## config.mk

```make
export PLATFORM = sky130hd
export DESIGN_NAME = plug_cfg_ctrl
export DESIGN_NICKNAME = d
export VERILOG_FILES = /design/src/rtl/plug_cfg_pkg.sv /design/src/rtl/plug_slot_alloc.sv /design/src/rtl/plug_cfg_ctrl.sv
export SDC_FILE = /design/constraint.sdc
export NUM_CORES = 1
export LEC_CHECK = 0
export CAP_MARGIN = 20
export CELL_PAD_IN_SITES_DETAIL_PLACEMENT = 2
export CELL_PAD_IN_SITES_GLOBAL_PLACEMENT = 2
export CORE_MARGIN = 3
export CORE_UTILIZATION = 29
export CTS_CLUSTER_SIZE = 28
export DETAILED_ROUTE_END_ITERATION = 6
export HOLD_SLACK_MARGIN = 0.12
export PLACE_DENSITY = 0.74
export SLEW_MARGIN = 20
export SYNTH_ARGS = -nofsm -noshare
export SYNTH_HDL_FRONTEND = slang
export SYNTH_SLANG_ARGS = --single-unit
```

## constraint.sdc

```tcl
create_clock -name CLK -period 2.8 [get_ports CLK]
set_input_delay 0.56 -clock CLK [delete_from_list [all_inputs] [get_ports CLK]]
set_output_delay 0.56 -clock CLK [all_outputs]
set_load 0.01 [all_outputs]
```

## src/rtl/plug_cfg_pkg.sv

```systemverilog
// Shared types and constants for the plugboard pair configuration controller.
package plug_cfg_pkg;

    typedef logic [4:0] letter_t;

    typedef struct packed {
        letter_t a;
        letter_t b;
    } pair_t;

    localparam int NUM_LETTERS_C = 26;

    localparam logic [1:0] ERR_INVALID = 2'd0;
    localparam logic [1:0] ERR_PLUGGED = 2'd1;
    localparam logic [1:0] ERR_SELF    = 2'd2;
    localparam logic [1:0] ERR_FULL    = 2'd3;

    typedef enum logic [2:0] {
        ST_IDLE   = 3'd0,
        ST_FIRST  = 3'd1,
        ST_CHECK  = 3'd2,
        ST_COMMIT = 3'd3,
        ST_CLEAR  = 3'd4
    } cfg_state_t;

    // Slot index width; one bit minimum so a single-slot build still has an index.
    function automatic int idx_width(input int n);
        return (n > 1) ? $clog2(n) : 1;
    endfunction

    // One-hot mask of a letter within the 26-bit USED vector.
    function automatic logic [25:0] letter_mask(input letter_t l);
        return 26'(32'd1 << l);
    endfunction

endpackage

```

## src/rtl/plug_slot_alloc.sv

```systemverilog
// Combinational slot lookup: lowest free slot (with full flag) and the
// lowest active slot whose pair contains a given letter.
module plug_slot_alloc
    import plug_cfg_pkg::*;
#(
    parameter int NUM_PAIRS = 4,
    parameter int IDX_W     = idx_width(NUM_PAIRS)
) (
    input  logic [NUM_PAIRS-1:0]    i_act,
    input  logic [NUM_PAIRS*10-1:0] i_pair,
    input  logic [4:0]              i_letter,
    output logic [IDX_W-1:0]        o_free_idx,
    output logic                    o_full,
    output logic [IDX_W-1:0]        o_match_idx,
    output logic                    o_match
);

    pair_t w_p;

    // Scan from the top down so the lowest matching index wins.
    always_comb begin
        o_free_idx  = '0;
        o_full      = 1'b1;
        o_match_idx = '0;
        o_match     = 1'b0;
        w_p         = '0;
        for (int i = NUM_PAIRS - 1; i >= 0; i--) begin
            w_p = i_pair[i*10 +: 10];
            if (!i_act[i]) begin
                o_free_idx = IDX_W'(i);
                o_full     = 1'b0;
            end
            if (i_act[i] && ((w_p.a == i_letter) || (w_p.b == i_letter))) begin
                o_match_idx = IDX_W'(i);
                o_match     = 1'b1;
            end
        end
    end

endmodule

```

## src/rtl/plug_cfg_ctrl.sv

```systemverilog
// Plugboard pair sequencing controller. Accepts keyed letters, validates
// them, pairs consecutive letters and commits each pair to the lowest free
// slot. Optional macro PLUG_DELETE_EN: keying an already-plugged letter in
// IDLE removes its pair instead of raising an error.
//
// Handshake: a letter transfers on a rising edge where KEY_VLD && KEY_RDY.
// KEY_RDY is high only in IDLE/FIRST and is forced low whenever CLR=1.
module plug_cfg_ctrl
    import plug_cfg_pkg::*;
#(
    parameter int NUM_PAIRS   = 4,
    parameter int NUM_LETTERS = NUM_LETTERS_C
) (
    input  logic                    CLK,
    input  logic                    RST_N,
    input  logic                    KEY_VLD,
    output logic                    KEY_RDY,
    input  logic [4:0]              KEY_LET,
    input  logic                    CLR,
    output logic [NUM_PAIRS-1:0]    ACT,
    output logic [NUM_PAIRS*10-1:0] PAIR,
    output logic [25:0]             USED,
    output logic                    CFG_BUSY,
    output logic                    ERR,
    output logic [1:0]              ERR_CODE,
    output logic [2:0]              DBG_STATE
);

    localparam int IDX_W = idx_width(NUM_PAIRS);

    cfg_state_t              r_state;
    cfg_state_t              w_next;
    letter_t                 r_pend;
    letter_t                 r_second;
    logic [IDX_W-1:0]        r_slot;
    logic [NUM_PAIRS-1:0]    r_act;
    logic [NUM_PAIRS*10-1:0] r_pair;
    logic [25:0]             r_used;
    logic                    r_err;
    logic [1:0]              r_err_code;

    logic                    w_key_rdy;
    logic                    w_xfer;
    logic                    w_valid;
    logic                    w_used_hit;
    logic                    w_rej;
    logic [1:0]              w_rej_code;
    logic                    w_latch_pend;
    logic                    w_latch_sec;
    logic                    w_del;
    logic [IDX_W-1:0]        w_free_idx;
    logic                    w_full;
    logic [IDX_W-1:0]        w_match_idx;
    logic                    w_match;
    pair_t                   w_del_pair;

    assign w_key_rdy  = ((r_state == ST_IDLE) || (r_state == ST_FIRST)) && !CLR;
    assign w_xfer     = KEY_VLD && w_key_rdy;
    assign w_valid    = ({27'd0, KEY_LET} < 32'(NUM_LETTERS));
    assign w_used_hit = w_valid && (|(letter_mask(KEY_LET) & r_used));
    assign w_del_pair = r_pair[w_match_idx*10 +: 10];

    plug_slot_alloc #(
        .NUM_PAIRS (NUM_PAIRS),
        .IDX_W     (IDX_W)
    ) u_alloc (
        .i_act       (r_act),
        .i_pair      (r_pair),
        .i_letter    (KEY_LET),
        .o_free_idx  (w_free_idx),
        .o_full      (w_full),
        .o_match_idx (w_match_idx),
        .o_match     (w_match)
    );

    // State register.
    always_ff @(posedge CLK or negedge RST_N) begin
        if (!RST_N) r_state <= ST_IDLE;
        else        r_state <= w_next;
    end

    // Next-state decode plus the per-cycle reject/latch/delete strobes.
    always_comb begin
        w_next       = r_state;
        w_rej        = 1'b0;
        w_rej_code   = r_err_code;
        w_latch_pend = 1'b0;
        w_latch_sec  = 1'b0;
        w_del        = 1'b0;
        if (CLR) begin
            w_next = ST_CLEAR;
        end else begin
            case (r_state)
                ST_IDLE: begin
                    if (w_xfer) begin
                        if (!w_valid) begin
                            w_rej      = 1'b1;
                            w_rej_code = ERR_INVALID;
                        end else if (w_used_hit) begin
`ifdef PLUG_DELETE_EN
                            w_del      = w_match;
`else
                            w_rej      = 1'b1;
                            w_rej_code = ERR_PLUGGED;
`endif
                        end else if (w_full) begin
                            w_rej      = 1'b1;
                            w_rej_code = ERR_FULL;
                        end else begin
                            w_latch_pend = 1'b1;
                            w_next       = ST_FIRST;
                        end
                    end
                end
                ST_FIRST: begin
                    if (w_xfer) begin
                        if (!w_valid) begin
                            w_rej      = 1'b1;
                            w_rej_code = ERR_INVALID;
                        end else if (KEY_LET == r_pend) begin
                            w_rej      = 1'b1;
                            w_rej_code = ERR_SELF;
                            w_next     = ST_IDLE;
                        end else if (w_used_hit) begin
                            w_rej      = 1'b1;
                            w_rej_code = ERR_PLUGGED;
                            w_next     = ST_IDLE;
                        end else begin
                            w_latch_sec = 1'b1;
                            w_next      = ST_CHECK;
                        end
                    end
                end
                ST_CHECK:  w_next = ST_COMMIT;
                ST_COMMIT: w_next = ST_IDLE;
                ST_CLEAR:  w_next = ST_IDLE;
                default:   w_next = ST_IDLE;
            endcase
        end
    end

    // Datapath: pending letters, slot choice, pair storage and error reporting.
    always_ff @(posedge CLK or negedge RST_N) begin
        if (!RST_N) begin
            r_pend     <= '0;
            r_second   <= '0;
            r_slot     <= '0;
            r_act      <= '0;
            r_pair     <= '0;
            r_used     <= '0;
            r_err      <= 1'b0;
            r_err_code <= ERR_INVALID;
        end else begin
            r_err <= w_rej;
            if (w_rej) r_err_code <= w_rej_code;

            // Pending letter is dropped whenever the sequence returns to IDLE.
            if (CLR || ((w_next == ST_IDLE) && (r_state != ST_IDLE))) r_pend <= '0;
            else if (w_latch_pend)                                     r_pend <= KEY_LET;

            if (w_latch_sec) r_second <= KEY_LET;
            if (r_state == ST_CHECK) r_slot <= w_free_idx;

            if (r_state == ST_CLEAR) begin
                r_act  <= '0;
                r_pair <= '0;
                r_used <= '0;
            end else if ((r_state == ST_COMMIT) && !CLR) begin
                r_act[r_slot]           <= 1'b1;
                r_pair[r_slot*10 +: 10] <= {r_pend, r_second};
                r_used <= r_used | letter_mask(r_pend) | letter_mask(r_second);
            end else if (w_del) begin
                r_act[w_match_idx]           <= 1'b0;
                r_pair[w_match_idx*10 +: 10] <= '0;
                r_used <= r_used & ~(letter_mask(w_del_pair.a) | letter_mask(w_del_pair.b));
            end
        end
    end

    assign KEY_RDY   = w_key_rdy;
    assign ACT       = r_act;
    assign PAIR      = r_pair;
    assign USED      = r_used;
    assign CFG_BUSY  = (r_state != ST_IDLE);
    assign ERR       = r_err;
    assign ERR_CODE  = r_err_code;
    assign DBG_STATE = r_state;

endmodule
```

==> results.txt <==
----------------------------------------------------
[Power and ir drop]
  Part of the total power dissipated in sequential elements ... 47.1%
  Clock network fraction of design power ... 45.1%
  Portion of total power attributed to combinational logic ... 7.8%
  Net switching power of the design ... 687.2 uW
  Largest voltage drop on the vdd net ... 0.2649 mV
  Switching Fraction ... 24.90%
  LEAKAGE ... 2.546 nW
  Cell internal pwr ... 2.072 mW
  Pwr dens ... 436.7 mW/mm2

[Floorplan]
  I/O pin count ... 87
  Height of the chip ... 135.2 um
  Die width ... 135.2 um
  Starting density of the core ... 30.05%
  Std-Cell Rows ... 46
  Core area ... 0.01612 mm2
  DIE AREA ... 0.01829 mm2

[Status]
  Status ... finished, final reports clean

[Placement]
  Number of buffer cells added on primary ports ... 86
  Worst slack after detailed placement ... -0.1047 ns
  Placed standard-cell area ... 0.006015 mm2
  Detailed-placement wirelength estimate ... 13020 um
  Weighted congestion at the end of routability-driven global placement ... 0.8431
  Cell total after placement ... 817

[CTS]
  Root buffer cell ... sky130_fd_sc_hd__clkbuf_16
  Latest clock arrival within the worst-skew pair ... 0.35 ns
  Post-CTS Resized ... 0
  Total clock buffers created by CTS ... 9
  Level count of the clock H-tree ... 3
  Clock tree from TritonCTS ... built
  Maximum buffer depth of the clock tree ... 2
  Clock input transition at the sequential cells of the worst setup and hold paths ... 0.06 ns
  Count of hold-fix buffers inserted at cts ... 0
  Clock sink count ... 88
  Post-CTS Setup Bufs ... 0

[Logic synthesis]
  Average instance area after synthesis ... 9.070 um2
  Gate count after technology mapping ... 534
  Number of warning messages in the yosys log ... 0
  Number of synthesized flops with an enable pin ... 0
  Fraction of synthesis flops using an asynchronous set or reset pin ... 100.0%
  Net Count, Synth ... 551
  Synthesis-stage register bit count ... 88
  Dominant register cell in the synthesized netlist ... sky130_fd_sc_hd__dfrtp_1
  Library cells used by synthesis ... 55
  Proportion of synthesized chip area in sequential cells ... 45.47%
  Cell area after synthesis ... 0.004843 mm2

[GRT]
  Number of global-route vias before repair ... 5019
  Total overflow reported by the global router ... 0
  Antenna violations before repair ... 0
  Wire length of the first global-routing pass ... 28700 um
  Maximum number of pins on one net before global-route repair ... 46
  Overall routing resource usage ... 20.00%

[Routing]
  Total vias in the final route ... 4565
  Post-Route WL ... 17660 um
  Vias per std cell ... 5.480
  Count of routing violations after the opening detailed-route iteration ... 280
  Pre-Repair DR Iteration Count ... 4
  Remaining routing DRC violations ... 0
  Antenna Nets Post-Route ... 0
  Post-DR wirelength/cell ... 21.20 um

[Worst setup path]
  Endpoint class of the critical path ... output pin
  Worst Reg-to-Reg Cells ... 7
  CP most frequent cell ... sky130_fd_sc_hd__clkdlybuf4s50_1
  CP Data Required Time ... 2.24 ns
  Startpoint types ... input port
  Crit Path Class ... in2out
  Critical path fanouts, max ... 4
  Reg-to-reg slack, setup ... 0.35 ns
  CP max stage delay ... 0.63 ns
  Slowest library cell on the worst path ... sky130_fd_sc_hd__clkdlybuf4s50_1
  Cell-by-cell trace of the critical path ... clkdlybuf4s50_1 > nor3_1 > clkdlybuf4s50_1
  Source of the worst register-to-register timing path ... r_slot[1]
  Worst reg2reg path endpoint ... PAIR[15]
  Arr. time, crit path ... 2.03 ns

[Layout]
  Commonest cells after routing, fill and taps aside ... sky130_fd_sc_hd__dfrtp_1 (88), sky130_fd_sc_hd__clkdlybuf4s50_1 (85), sky130_fd_sc_hd__nor2_1 (53)
  Net total in the final layout ... 629
  Final std cell area, no fill ... 0.006320 mm2
  Number of non-filler instances in the completed layout ... 833
  Signed area change from the synthesized netlist to the final layout ... 30.48%
  End-of-flow core utilization ... 39.22%
  Layout cell share with drive strength beyond 1 ... 9.400%
  Most common cell after layout, fill and taps aside ... sky130_fd_sc_hd__dfrtp_1
  Antenna cells ... 0

[Timing]
  Portion of the clock cycle consumed by the worst path in the final layout ... 92.56%
  Final critical-path setup slack ... 0.2082 ns
  Final-report hold violation count ... 0
  Slew at the pin closest to its max-slew limit ... 0.9871 ns
  Fin Setup TNS ... 0 ns
  Maximum clock rate ... 385.8 MHz
  Pins Over Slew Limit ... 0
  Count of final setup violators ... 0
  Slew HR ... 34.19%
  Tmin final ... 2.592 ns
  Setup repair after global routing missed its margin ... no
  Clk_skew ... 0.01032 ns

[Flow run]
  Max_cap viols ... 0

[Hold path]
  Worst hold path class ... in2async

----------------------------------------------------
cells in the mapped netlist (2+ instances only):
| cell type | number | area [um2] |
|---|---|---|
| sky130_fd_sc_hd__inv_1 | 11 | 41.29 |
| sky130_fd_sc_hd__nand2_1 | 47 | 176.4 |
| sky130_fd_sc_hd__nor2_1 | 53 | 198.9 |
| sky130_fd_sc_hd__dfrtp_1 | 88 | 2202 |
| sky130_fd_sc_hd__mux2i_1 | 12 | 120.1 |
| sky130_fd_sc_hd__nor4_1 | 2 | 12.51 |
| sky130_fd_sc_hd__or2_2 | 2 | 12.51 |
| sky130_fd_sc_hd__mux4_2 | 2 | 45.04 |
| sky130_fd_sc_hd__a22o_1 | 13 | 113.9 |
| sky130_fd_sc_hd__a31oi_1 | 4 | 25.02 |
| sky130_fd_sc_hd__o2bb2ai_1 | 5 | 43.79 |
| sky130_fd_sc_hd__a21boi_0 | 4 | 30.03 |
| sky130_fd_sc_hd__buf_2 | 4 | 20.02 |
| sky130_fd_sc_hd__or3_1 | 4 | 25.02 |
| sky130_fd_sc_hd__and3_1 | 6 | 37.54 |
| sky130_fd_sc_hd__nand3_1 | 18 | 90.09 |
| sky130_fd_sc_hd__nand3b_1 | 11 | 82.58 |
| sky130_fd_sc_hd__nand4_1 | 3 | 18.77 |
| sky130_fd_sc_hd__xor2_1 | 5 | 43.79 |
| sky130_fd_sc_hd__and2_1 | 3 | 18.77 |
| sky130_fd_sc_hd__nor3_1 | 6 | 30.03 |
| sky130_fd_sc_hd__mux2_2 | 3 | 33.78 |
| sky130_fd_sc_hd__o31ai_1 | 3 | 22.52 |
| sky130_fd_sc_hd__a32o_1 | 3 | 30.03 |
| sky130_fd_sc_hd__or3b_2 | 2 | 17.52 |
| sky130_fd_sc_hd__buf_1 | 6 | 22.52 |
| sky130_fd_sc_hd__a21oi_1 | 41 | 205.2 |
| sky130_fd_sc_hd__nand2b_1 | 8 | 50.05 |
| sky130_fd_sc_hd__mux2_4 | 4 | 60.06 |
| sky130_fd_sc_hd__o22a_1 | 2 | 17.52 |
| sky130_fd_sc_hd__ha_1 | 8 | 100.1 |
| sky130_fd_sc_hd__nor2b_1 | 8 | 50.05 |
| sky130_fd_sc_hd__o211ai_1 | 2 | 15.01 |
| sky130_fd_sc_hd__nor3b_1 | 2 | 15.01 |
| sky130_fd_sc_hd__a32oi_1 | 5 | 43.79 |
| sky130_fd_sc_hd__o22ai_1 | 27 | 168.9 |
| sky130_fd_sc_hd__a22oi_1 | 13 | 97.59 |
| sky130_fd_sc_hd__a211oi_1 | 3 | 22.52 |
| sky130_fd_sc_hd__o21ai_0 | 42 | 210.2 |
| sky130_fd_sc_hd__clkbuf_1 | 34 | 127.6 |
metal layers:
metal | vias up | GRT usage (%) | routed length [um]
met5 | - | 0 | 0
met4 | 0 | 4.927 | 214
met3 | 16 | 3.195 | 648
met2 | 102 | 32.85 | 8530
met1 | 2350 | 27.71 | 8266
li1 | 2097 | - | -
stage by stage:
step	power, mW	hold slack (ns)
3_3_place_gp	1.530	0.4729
6_report	2.760	0.2243
3_5_place_dp	1.539	0.4744
5_1_grt	2.877	0.2717
2_1_floorplan	1.427	0.2644
4_1_cts	2.795	0.2549
cell type report:
class	instances	area [um2]
Clock inverter	6	66.31
Fill cell	1809	9796
Sequential cell	88	2202
Timing Repair Buffer	111	1071
Clock buffer	10	239.0
Tap cell	216	270.3
Multi-Input combinational cell	390	2426
Inverter	12	45.04
logic make-up (layout without fill, tap and decap cells):
| kind of cell | count (synthesis) | after routing | share of synthesized area (%) |
|---|---|---|---|
| AO/OA/AOI/OAI | 176 | 176 | 23.43 |
| AND/OR/NAND/NOR | 179 | 179 | 18.11 |
| buffers and inverters | 56 | 139 | 4.443 |
| adder cells (fa/ha/maj) | 8 | 8 | 2.067 |
| flip-flops | 88 | 88 | 45.47 |
| XOR/XNOR | 5 | 5 | 0.9041 |
| multiplexers | 22 | 22 | 5.580 |
worst max-delay path: cells and delay by family:
kind	cells	cell delay [ns]
simple gates	1	0.39
buf+inv	2	1.08
how the worst max path moves through the flow:
stage	startpoint	to	slack, ns	depth (start not counted)
final	CLR	KEY_RDY	0.21	3
after global routing	CLR	KEY_RDY	0.05	3
after CTS	CLR	KEY_RDY	0.19	3
after detailed placement	KEY_LET[1]	r_pend[2]	-0.10	8
after global placement	KEY_LET[1]	r_second[3]	-0.05	7
after floorplan	r_slot[0]	PAIR[23]	0.12	11
power by group through the flow:
| stage | Combinational (mW) | Clock (mW) | Sequential, mW |
|---|---|---|---|
| global placement | 0.207 | 0 | 1.32 |
| detailed placement | 0.216 | 0 | 1.32 |
| global route | 0.237 | 1.34 | 1.30 |
| floorplan | 0.118 | 0 | 1.31 |
| CTS | 0.217 | 1.28 | 1.30 |
| finish | 0.214 | 1.25 | 1.30 |
flip-flops by register name (all words and copies together) (netlist names):
signal and flops:
USED 26, r_slot 2, ERR 1, ERR_CODE 2, PAIR 40, r_second 5
DBG_STATE 3, ACT 4, r_pend 5
(Power assumes the default switching activity.)
